<file path="config.mk">
export PLATFORM = sky130hd
export DESIGN_NAME = chan_mux_flat
export DESIGN_NICKNAME = d
export VERILOG_FILES = /design/src/rtl/chan_mux_pkg.sv /design/src/rtl/chan_mux_if.sv /design/src/rtl/chan_mux_sat_counter.sv /design/src/rtl/chan_mux.sv /design/src/flat_wrapper.sv
export SDC_FILE = /design/constraint.sdc
export NUM_CORES = 1
export LEC_CHECK = 0
export BUFFER_PORTS_ARGS = -buffer_cell sky130_fd_sc_hd__buf_4
export CAP_MARGIN = 10
export CORE_ASPECT_RATIO = 0.8
export CORE_UTILIZATION = 58
export DETAILED_ROUTE_END_ITERATION = 8
export GPL_TIMING_DRIVEN = 0
export PLACE_DENSITY = 0.79
export SYNTH_ARGS = -nofsm -noshare
export SYNTH_HDL_FRONTEND = slang
export SYNTH_SLANG_ARGS = --single-unit
</file>
<file path="constraint.sdc">
create_clock -name clk_in -period 2.5 [get_ports clk_in]
set_input_delay 0 -clock clk_in [delete_from_list [all_inputs] [get_ports clk_in]]
set_output_delay 0 -clock clk_in [all_outputs]
set_load 0.05 [all_outputs]
</file>
<file path="src/rtl/chan_mux_pkg.sv">
// Shared constants and types for the channel multiplexer: status-channel
// address, clear command, channel limit and status FSM encoding.
package chan_mux_pkg;

    localparam logic [6:0] STATUS_ADDR  = 7'h7F;
    localparam logic [7:0] CLEAR_CMD    = 8'h00;
    localparam int         NUM_CHAN_MAX = 16;

    typedef enum logic {
        ST_IDLE = 1'b0,
        ST_DUMP = 1'b1
    } stat_state_t;

    // Number of bytes the status channel streams out for one full dump.
    function automatic int dump_bytes(input int num_chan, input int cnt_w);
        return num_chan * (cnt_w / 8);
    endfunction

endpackage

</file>
<file path="src/rtl/chan_mux_if.sv">
// Host-link channel bus plus the per-channel FIFO-style source/sink signals.
// master = host link and channel endpoints, slave = the multiplexer.
interface chan_mux_if #(
    parameter int NUM_CHAN = 4
);
    logic [6:0]            chanAddr_in;
    logic [7:0]            chanData_in;
    logic                  chanWrite_in;
    logic                  chanGotRoom_out;
    logic [7:0]            chanData_out;
    logic                  chanRead_in;
    logic                  chanGotData_out;
    logic [8*NUM_CHAN-1:0] rdData_in;
    logic [NUM_CHAN-1:0]   rdValid_in;
    logic [NUM_CHAN-1:0]   rdAck_out;
    logic [7:0]            wrData_out;
    logic [NUM_CHAN-1:0]   wrValid_out;
    logic [NUM_CHAN-1:0]   wrReady_in;

    modport master (
        output chanAddr_in, chanData_in, chanWrite_in, chanRead_in,
               rdData_in, rdValid_in, wrReady_in,
        input  chanGotRoom_out, chanData_out, chanGotData_out,
               rdAck_out, wrData_out, wrValid_out
    );

    modport slave (
        input  chanAddr_in, chanData_in, chanWrite_in, chanRead_in,
               rdData_in, rdValid_in, wrReady_in,
        output chanGotRoom_out, chanData_out, chanGotData_out,
               rdAck_out, wrData_out, wrValid_out
    );
endinterface

</file>
<file path="src/rtl/chan_mux_sat_counter.sv">
// Saturating up-counter: sticks at all-ones instead of wrapping.
module sat_counter #(
    parameter int W = 16
) (
    input  logic         clk,
    input  logic         srst,
    input  logic         inc,
    input  logic         clr,
    output logic [W-1:0] q
);

    logic [W-1:0] q_reg;

    always_ff @(posedge clk) begin
        if (srst || clr) begin
            q_reg <= '0;
        end else if (inc && (q_reg != '1)) begin
            q_reg <= q_reg + W'(1);
        end
    end

    assign q = q_reg;

endmodule

</file>
<file path="src/rtl/chan_mux.sv">
// Channel multiplexer: routes the host-link channel bus to NUM_CHAN byte
// sources/sinks, counts accepted bytes per channel, and exposes the counts on 7'h7F.
module chan_mux
    import chan_mux_pkg::*;
#(
    parameter int NUM_CHAN = 4,
    parameter int CNT_W    = 16
) (
    input  logic       clk_in,
    input  logic       reset_in,
    chan_mux_if.slave  bus
);

    localparam int DUMP_BYTES = dump_bytes(NUM_CHAN, CNT_W);
    localparam int PTR_W      = (DUMP_BYTES > 1) ? $clog2(DUMP_BYTES) : 1;
    localparam int ADDR_SPAN  = (NUM_CHAN < NUM_CHAN_MAX) ? NUM_CHAN : NUM_CHAN_MAX;
    localparam logic [PTR_W-1:0] LAST_PTR = PTR_W'(DUMP_BYTES - 1);

    logic [NUM_CHAN-1:0]       hit;
    logic [NUM_CHAN-1:0]       rd_ack;
    logic [NUM_CHAN-1:0]       wr_valid;
    logic [NUM_CHAN*CNT_W-1:0] count_flat;

    logic                      is_status;
    logic                      is_mapped;
    logic                      status_rd;
    logic                      status_clr;

    logic [7:0]                sel_data;
    logic                      sel_valid;
    logic                      sel_ready;
    logic [7:0]                stat_byte;

    stat_state_t               state_reg, state_next;
    logic [PTR_W-1:0]          ptr_reg, ptr_next;
    logic [NUM_CHAN*CNT_W-1:0] shadow_reg;
    logic                      snap;

    // ------------------------------------------------------------------
    // Address decode
    // ------------------------------------------------------------------
    assign is_status  = (bus.chanAddr_in == STATUS_ADDR);
    assign is_mapped  = (bus.chanAddr_in < 7'(ADDR_SPAN));
    assign status_rd  = is_status && bus.chanRead_in;
    assign status_clr = is_status && bus.chanWrite_in && (bus.chanData_in == CLEAR_CMD);

    generate
        for (genvar gi = 0; gi < NUM_CHAN; gi++) begin : g_chan
            assign hit[gi]      = (bus.chanAddr_in == 7'(gi));
            assign rd_ack[gi]   = bus.chanRead_in  && bus.rdValid_in[gi] && hit[gi];
            assign wr_valid[gi] = bus.chanWrite_in && bus.wrReady_in[gi] && hit[gi];

            sat_counter #(
                .W(CNT_W)
            ) u_cnt (
                .clk  (clk_in),
                .srst (reset_in),
                .inc  (rd_ack[gi] || wr_valid[gi]),
                .clr  (status_clr),
                .q    (count_flat[gi*CNT_W +: CNT_W])
            );
        end
    endgenerate

    // ------------------------------------------------------------------
    // Data-channel selection
    // ------------------------------------------------------------------
    always_comb begin
        sel_data  = 8'h00;
        sel_valid = 1'b0;
        sel_ready = 1'b0;
        for (int i = 0; i < NUM_CHAN; i++) begin
            if (hit[i]) begin
                sel_data  = bus.rdData_in[8*i +: 8];
                sel_valid = bus.rdValid_in[i];
                sel_ready = bus.wrReady_in[i];
            end
        end
    end

    // In IDLE the first byte comes from the live counter so the host sees
    // it with zero latency; the rest of the dump comes from the snapshot.
    assign stat_byte = (state_reg == ST_IDLE) ? count_flat[7:0]
                                              : shadow_reg[{ptr_reg, 3'b000} +: 8];

    always_comb begin
        if (is_status) begin
            bus.chanData_out    = stat_byte;
            bus.chanGotData_out = 1'b1;
            bus.chanGotRoom_out = 1'b1;
        end else if (is_mapped) begin
            bus.chanData_out    = sel_data;
            bus.chanGotData_out = sel_valid;
            bus.chanGotRoom_out = sel_ready;
        end else begin
            bus.chanData_out    = 8'h00;
            bus.chanGotData_out = 1'b0;
            bus.chanGotRoom_out = 1'b1;
        end
    end

    assign bus.rdAck_out   = rd_ack;
    assign bus.wrValid_out = wr_valid;
    assign bus.wrData_out  = bus.chanData_in;

    // ------------------------------------------------------------------
    // Status dump FSM
    // ------------------------------------------------------------------
    always_comb begin
        state_next = state_reg;
        ptr_next   = ptr_reg;
        snap       = 1'b0;
        if (status_clr) begin
            state_next = ST_IDLE;
            ptr_next   = '0;
        end else begin
            case (state_reg)
                ST_IDLE: begin
                    if (status_rd) begin
                        snap = 1'b1;
                        // A single-byte dump is complete after the live byte.
                        if (DUMP_BYTES > 1) begin
                            state_next = ST_DUMP;
                            ptr_next   = PTR_W'(1);
                        end
                    end
                end
                ST_DUMP: begin
                    if (!is_status) begin
                        state_next = ST_IDLE;
                        ptr_next   = '0;
                    end else if (status_rd) begin
                        if (ptr_reg == LAST_PTR) begin
                            state_next = ST_IDLE;
                            ptr_next   = '0;
                        end else begin
                            ptr_next = ptr_reg + PTR_W'(1);
                        end
                    end
                end
                default: begin
                    state_next = ST_IDLE;
                    ptr_next   = '0;
                end
            endcase
        end
    end

    always_ff @(posedge clk_in) begin
        if (reset_in) begin
            state_reg  <= ST_IDLE;
            ptr_reg    <= '0;
            shadow_reg <= '0;
        end else begin
            state_reg <= state_next;
            ptr_reg   <= ptr_next;
            if (snap) begin
                shadow_reg <= count_flat;
            end
        end
    end

endmodule
</file>
<file path="src/flat_wrapper.sv">
// flat-port wrapper written by rule: the top's interface ports become plain ports
module chan_mux_flat import chan_mux_pkg::*;
#(
    parameter int NUM_CHAN = 4,
    parameter int CNT_W    = 16
)
  (clk_in, reset_in, bus_chanAddr_in, bus_chanData_in, bus_chanWrite_in, bus_chanRead_in, bus_rdData_in, bus_rdValid_in, bus_wrReady_in, bus_chanGotRoom_out, bus_chanData_out, bus_chanGotData_out, bus_rdAck_out, bus_wrData_out, bus_wrValid_out);
  chan_mux_if #(.NUM_CHAN(NUM_CHAN)) bus_i ();
  input  logic clk_in;
  input  logic reset_in;
  input wire logic [$bits(bus_i.chanAddr_in)-1:0] bus_chanAddr_in;
  input wire logic [$bits(bus_i.chanData_in)-1:0] bus_chanData_in;
  input wire logic [$bits(bus_i.chanWrite_in)-1:0] bus_chanWrite_in;
  input wire logic [$bits(bus_i.chanRead_in)-1:0] bus_chanRead_in;
  input wire logic [$bits(bus_i.rdData_in)-1:0] bus_rdData_in;
  input wire logic [$bits(bus_i.rdValid_in)-1:0] bus_rdValid_in;
  input wire logic [$bits(bus_i.wrReady_in)-1:0] bus_wrReady_in;
  output wire logic [$bits(bus_i.chanGotRoom_out)-1:0] bus_chanGotRoom_out;
  output wire logic [$bits(bus_i.chanData_out)-1:0] bus_chanData_out;
  output wire logic [$bits(bus_i.chanGotData_out)-1:0] bus_chanGotData_out;
  output wire logic [$bits(bus_i.rdAck_out)-1:0] bus_rdAck_out;
  output wire logic [$bits(bus_i.wrData_out)-1:0] bus_wrData_out;
  output wire logic [$bits(bus_i.wrValid_out)-1:0] bus_wrValid_out;
  assign bus_i.chanAddr_in = bus_chanAddr_in;
  assign bus_i.chanData_in = bus_chanData_in;
  assign bus_i.chanWrite_in = bus_chanWrite_in;
  assign bus_i.chanRead_in = bus_chanRead_in;
  assign bus_i.rdData_in = bus_rdData_in;
  assign bus_i.rdValid_in = bus_rdValid_in;
  assign bus_i.wrReady_in = bus_wrReady_in;
  assign bus_chanGotRoom_out = bus_i.chanGotRoom_out;
  assign bus_chanData_out = bus_i.chanData_out;
  assign bus_chanGotData_out = bus_i.chanGotData_out;
  assign bus_rdAck_out = bus_i.rdAck_out;
  assign bus_wrData_out = bus_i.wrData_out;
  assign bus_wrValid_out = bus_i.wrValid_out;
  chan_mux #(.NUM_CHAN(NUM_CHAN), .CNT_W(CNT_W)) u_core (.clk_in(clk_in), .reset_in(reset_in), .bus(bus_i));
endmodule
</file>
==> impl_metrics.tcl, run 1 <==
set metrics [dict create \
    synth.distinct_cells 45 \
    synth_fp_nets 872 \
    p_per_area_nw_per_um2 596 \
    wl_per_cell_um 18.4 \
    start_kind "flop" \
    max_cap_viol_count 0 \
    core_area_um2 11100 \
    cpMostUsedCell "o21ai_0" \
    antenna_found_initial 0 \
    dp_hpwl_um 14100 \
    dp_slack_ps 42.4 \
    initial_core_util_pct 61.0 \
    cts_max_path_buffers 2 \
    io_pins 85 \
    synth_edf_count 0 \
    dr.first_iter.drc_count 637 \
    setup_slack_ps 147 \
    finalWeightedCongestion 0.906 \
    clkLatencyLatePin_ps 420 \
    clkTransAtPathRegs_ps 60 \
    rr_startpoint "u_core.g_chan[0].u_cnt.q[0]" \
    drive_gt1_share_pct 20.7 \
    io_buffers 81 \
    setup_viol 0 \
    tightest_slew_ps 800 \
    cp-startpoint "u_core.ptr_reg[0]" \
    n_fill_cell 838 \
    num_vias 6609 \
    route.detailed.drc 0 \
    grt_pass1_vias 6189 \
    slew_headroom_pct 46.2 \
    hp-start "bus_chanAddr_in[5]" \
    end_kind "output pin" \
    dr.pass1.iters 5 \
    grt_overflow 0 \
    cp_cell_sequence "buf_6, buf_8, mux4_2, mux2i_1, nand2_1, o21ai_0, o21ai_0, buf_4" \
    yosys_warnings 0 \
    fmax_mhz 425 \
    routed_via_density 6.18 \
    cts_tree "done" \
    clock_skew_ps 7.59 \
    antenna_cells 0 \
    cp_num_buf_inv 3 \
    rows 34 \
    worstPathArrival_ps 2350 \
    finalSetupTns_ps 0 \
    cp_top_family "multiplexers" \
    crit_fanout 10 \
    peakVddDrop_v 0.000656 \
    cts_root_buf "clkbuf_16" \
    critPathKind "flop to output pin" \
    outcome "finished, final reports clean" \
    numCtsBuffers 17 \
    synth_area_um2 6770 \
    die_x_um 123 \
    dp.cells 1032 \
    wirelength_um 19700 \
    p_leak_nw 2.77 \
    syn_inst 807 \
    die_h_um 98.6 \
    finalCritPeriodShare_pct 94.1 \
    critical-path-max-stage-delay_ps 500 \
    synth-async-reset-ratio_pct 0 \
    min-delay-path-class "input pin to flop" \
    htree_levels 4 \
    final_cell_area_um2 8250 \
    dieArea_um2 12100 \
    synth-seq-cells 132 \
    syn_area_per_cell_um2 8.39 \
    fin_cells 1070 \
    slew_violations 0 \
    synth-main-ff-cell "dfxtp_1" \
    crit_path_top_delay_cell "mux4_2" \
    seq_area_frac_synth_pct 39.0 \
    postPlaceCellArea_um2 7560 \
    track_usage_pct 33.4 \
    period_needed_ps 2350 \
    hold_viol 0 \
    antenna_left 0 \
    worstPathRequired_ps 2500 \
    grt_start_max_net_pins 18 \
    cts.sinks 132 \
    syn2layout_area_growth_pct 21.9 \
    final_nets 978 \
    grt_pass1_wl_um 31100 \
]
## routing by layer
layer,vias to the layer above,track usage [%],wire length (um)
li1,3058,-,-
met1,3123,43.8,8140
met2,378,53.8,9080
met3,50,7.99,1970
met4,0,11.6,540
met5,-,0,0
## kinds of logic (layout without fill, tap and decap cells)
kind of cell	Yosys count	after routing	synth area share [%]
buffers and inverters	73	192	5.03
AND/OR/NAND/NOR	398	398	29.4
XOR/XNOR	48	48	6.21
adder cells (fa/ha/maj)	6	6	1.11
AO/OA/AOI/OAI	110	110	8.50
multiplexers	40	40	10.7
flip-flops	132	132	39.0
## through the flow
stage	hold slack [ps]	total power [mW]	utilization [%]
detailed placement	352	2.42	68.1
floorplan	167	2.29	-
CTS	77.0	4.92	73.8
global route	92.0	5.03	74.3
global placement	350	2.41	68.1
finish	93.9	4.92	74.3
## cells in the mapped netlist (all sizes together), types with 23 or more instances
cell type | n | area share [%]
dfxtp | 132 | 39
nand3 | 27 | 2.0
nor2 | 66 | 3.7
nor4 | 24 | 2.4
mux4 | 26 | 8.7
nor3 | 23 | 1.9
a21oi | 74 | 5.5
buf | 36 | 3.0
clkbuf | 27 | 1.5
nand2 | 165 | 9.1
nand4 | 36 | 3.6
xnor2 | 41 | 5.3
o21ai | 28 | 2.1
## power by group
group / switching, mW / internal [mW] / total, mW
Clock: 1.01 / 1.53 / 2.54
Sequential: 0.000593 / 2.10 / 2.10
Combinational: 0.151 / 0.123 / 0.274
## layout make-up
class                      count  area (um2)  area share [%]
timing repair buffer          88         666            8.07
multi-input combinational    602        3800            46.1
inverter                      10        37.5           0.455
clock inverter                14         168            2.03
clock buffer                  18         439            5.32
tap                          144         180            2.18
sequential                   132        2640            32.0
buffer                        62         315            3.82
## worst paths after layout
| kind | end | slack (ps) | depth (start not counted) |
|---|---|---|---|
| setup / recovery | bus_chanData_out[6] | 150 | 8 |
| hold / removal | u_core.ptr_reg[0] | 90 | 5 |
| setup reg to reg | u_core.g_chan[0].u_cnt.q[3] | 190 | 7 |
| hold reg to reg | u_core.shadow_reg[23] | 460 | 2 |
## worst reg2reg max path: cells and delay by family, from the launching register on
kind          cells  cell delay (ps)
xor+xnor          1              170
fa+ha+maj         1              280
buf+inv           1              400
flops             1              490
simple gates      4              840
## what timing repair did
| action | in CTS | in global routing |
|---|---|---|
| hold buffers | 2 | 0 |
| setup endpoints to repair | 8 | 23 |
| setup buffers | 0 | 5 |
| endpoints found under the hold margin | 1 | 0 |
| gates resized for setup | 3 | 5 |
## layout by cell type, fill, tap and decap left out, types with 4 or more instances in the layout
cell type	instances
nand4_1	34
ha_1	6
nor2_1	65
and3_1	10
inv_1	10
nor4_2	4
a22o_1	4
nand2_1	165
nor4_1	20
and4_1	14
xnor2_1	41
nor3_1	22
nand3_1	27
nor3b_1	5
clkbuf_1	25
buf_2	23
clkinv_4	4
clkbuf_16	17
or3_1	5
o21ai_0	28
mux4_2	26
buf_4	95
inv_6	4
nor4b_1	6
xor2_1	7
mux2i_1	13
dfxtp_1	132
a21oi_1	74
No activity file was read; power rests on OpenSTA's default activity.
==> inputs of run 2 (changes only) <==
Settings changed: PLACE_DENSITY 0.79 to unset, PLACE_DENSITY_LB_ADDON set to 0.05.
Clock period 2.5 ns to 2.6 ns, I/O delays scaled along.
==> impl_metrics.tcl, run 2 (same netlist as run 1, synthesis figures left out) <==
set metrics [dict create \
    dieArea_um2 12100 \
    hold_viol 0 \
    switching_share_pct 23.3 \
    crit_fanout 10 \
    slew_headroom_pct 38.7 \
    grt_start_max_net_pins 17 \
    period_needed_ps 2430 \
    io_buffers 81 \
    cts_root_buf "clkbuf_16" \
    cp_top_family "buffers and inverters" \
    peakVddDrop_v 0.000754 \
    io_pins 85 \
    htree_levels 4 \
    die_x_um 123 \
    clkLatencyLatePin_ps 420 \
    worstPathRequired_ps 2600 \
    power_frac_clock_pct 49.2 \
    cts_setup_buffers 0 \
    finalSetupTns_ps 0 \
    dp_slack_ps 236 \
    grt_overflow 0 \
    cts_tree "done" \
    fmax_mhz 411 \
    wl_per_cell_um 18.2 \
    clock_skew_ps 7.75 \
    setup_slack_ps 169 \
    initial_core_util_pct 61.0 \
    finalWeightedCongestion 0.936 \
    rsz0062_at_grt "false" \
    cp_num_buf_inv 3 \
    dr.first_iter.drc_count 366 \
    p_comb_share_pct 5.8 \
    p_seq_share_pct 45.0 \
    track_usage_pct 33.0 \
    die_h_um 98.6 \
    antenna_found_initial 0 \
    grt_pass1_wl_um 30900 \
    core_area_um2 11100 \
    clkTransAtPathRegs_ps 60 \
    power.switching_mw 1.05 \
    route.detailed.drc 0 \
    setup_viol 0 \
    routed_via_density 6.04 \
    rows 34 \
    final_nets 973 \
    numCtsBuffers 17 \
    syn2layout_area_growth_pct 20.3 \
    min-delay-path-class "input pin to flop" \
    wirelength_um 19400 \
    antenna_cells 0 \
    end_kind "output pin" \
    final_common_cell "nand2_1" \
    cpMostUsedCell "o21ai_0" \
    tightest_slew_ps 911 \
    finalCritPeriodShare_pct 93.5 \
    outcome "finished, final reports clean" \
    crit_path_top_delay_cell "mux4_2" \
    dr.pass1.iters 6 \
    start_kind "flop" \
    p_leak_nw 2.69 \
    cts_max_path_buffers 2 \
    worstPathArrival_ps 2430 \
    grt_pass1_vias 6207 \
    hold_ws_ps 6.05 \
    max_cap_viol_count 0 \
    cp_cell_sequence "buf_2, clkbuf_2, mux4_2, mux2i_2, nand2_1, o21ai_0, o21ai_0, buf_4" \
    p_per_area_nw_per_um2 552 \
    slew_violations 0 \
    drive_gt1_share_pct 20.1 \
    critical-path-max-stage-delay_ps 380 \
    final_cell_mix "165 x nand2_1, 132 x dfxtp_1, 90 x buf_4" \
    dp_hpwl_um 14000 \
    intPower_mw 3.45 \
    critPathKind "flop to output pin" \
    cts.sinks 132 \
    antenna_left 0 \
    num_vias 6426 \
]
run 2: per-layer routing:
layer	wire length [um]	GRT usage (%)	vias to the layer above	part of all wire (%)
li1	-	-	3049	-
met5	0	0	-	0
met4	313	8.63	0	1.6
met2	8900	53.0	323	46
met1	8090	43.6	3024	42
met3	2080	9.09	30	11
run 2: cell type report:
class | instances | area [um2]
Buffer | 63 | 317
Timing Repair Buffer | 82 | 618
Clock inverter | 12 | 110
Clock buffer | 19 | 433
Tap cell | 144 | 180
Inverter | 10 | 37.5
Fill cell | 844 | 2960
Sequential cell | 132 | 2640
Multi-Input combinational cell | 602 | 3800
run 2: worst paths after layout:
check	to	start	cells after the start	slack, ps
min	u_core.state_reg	bus_chanAddr_in[5]	3	6
max	bus_chanData_out[6]	u_core.ptr_reg[1]	8	170
min reg2reg	u_core.shadow_reg[3]	u_core.shadow_reg[3]	2	460
max reg2reg	u_core.g_chan[2].u_cnt.q[15]	u_core.g_chan[2].u_cnt.q[0]	7	200
run 2: worst min-delay path: stages:
cell	delay, ps
buf_4	140
nand4_1	160
nor3_1	80
run 2: stage by stage:
step	util, %	cells	power (mW)	cell area (um2)
final	73.3	1064	4.50	8140
after global routing	73.3	1064	4.60	8140
after CTS	73.1	1064	4.50	8120
after detailed placement	68.1	1032	2.32	7560
after global placement	68.1	1032	2.32	7560
after floorplan	-	807	2.20	6770
run 2: what timing repair did:
| action | CTS | global route |
|---|---|---|
| hold buffers | 1 | 0 |
| setup endpoints to repair | 8 | 24 |
| resized for setup | 3 | 5 |
| endpoints found under the hold margin | 1 | 0 |
| gates cloned | 0 | 0 |
run 2: power by group through the flow:
stage	Combinational (mW)	Clock (mW)	Sequential, mW
floorplan	0.137	0	2.07
global placement	0.251	0	2.07
detailed placement	0.256	0	2.07
CTS	0.259	2.22	2.02
global route	0.276	2.30	2.02
finish	0.261	2.21	2.02
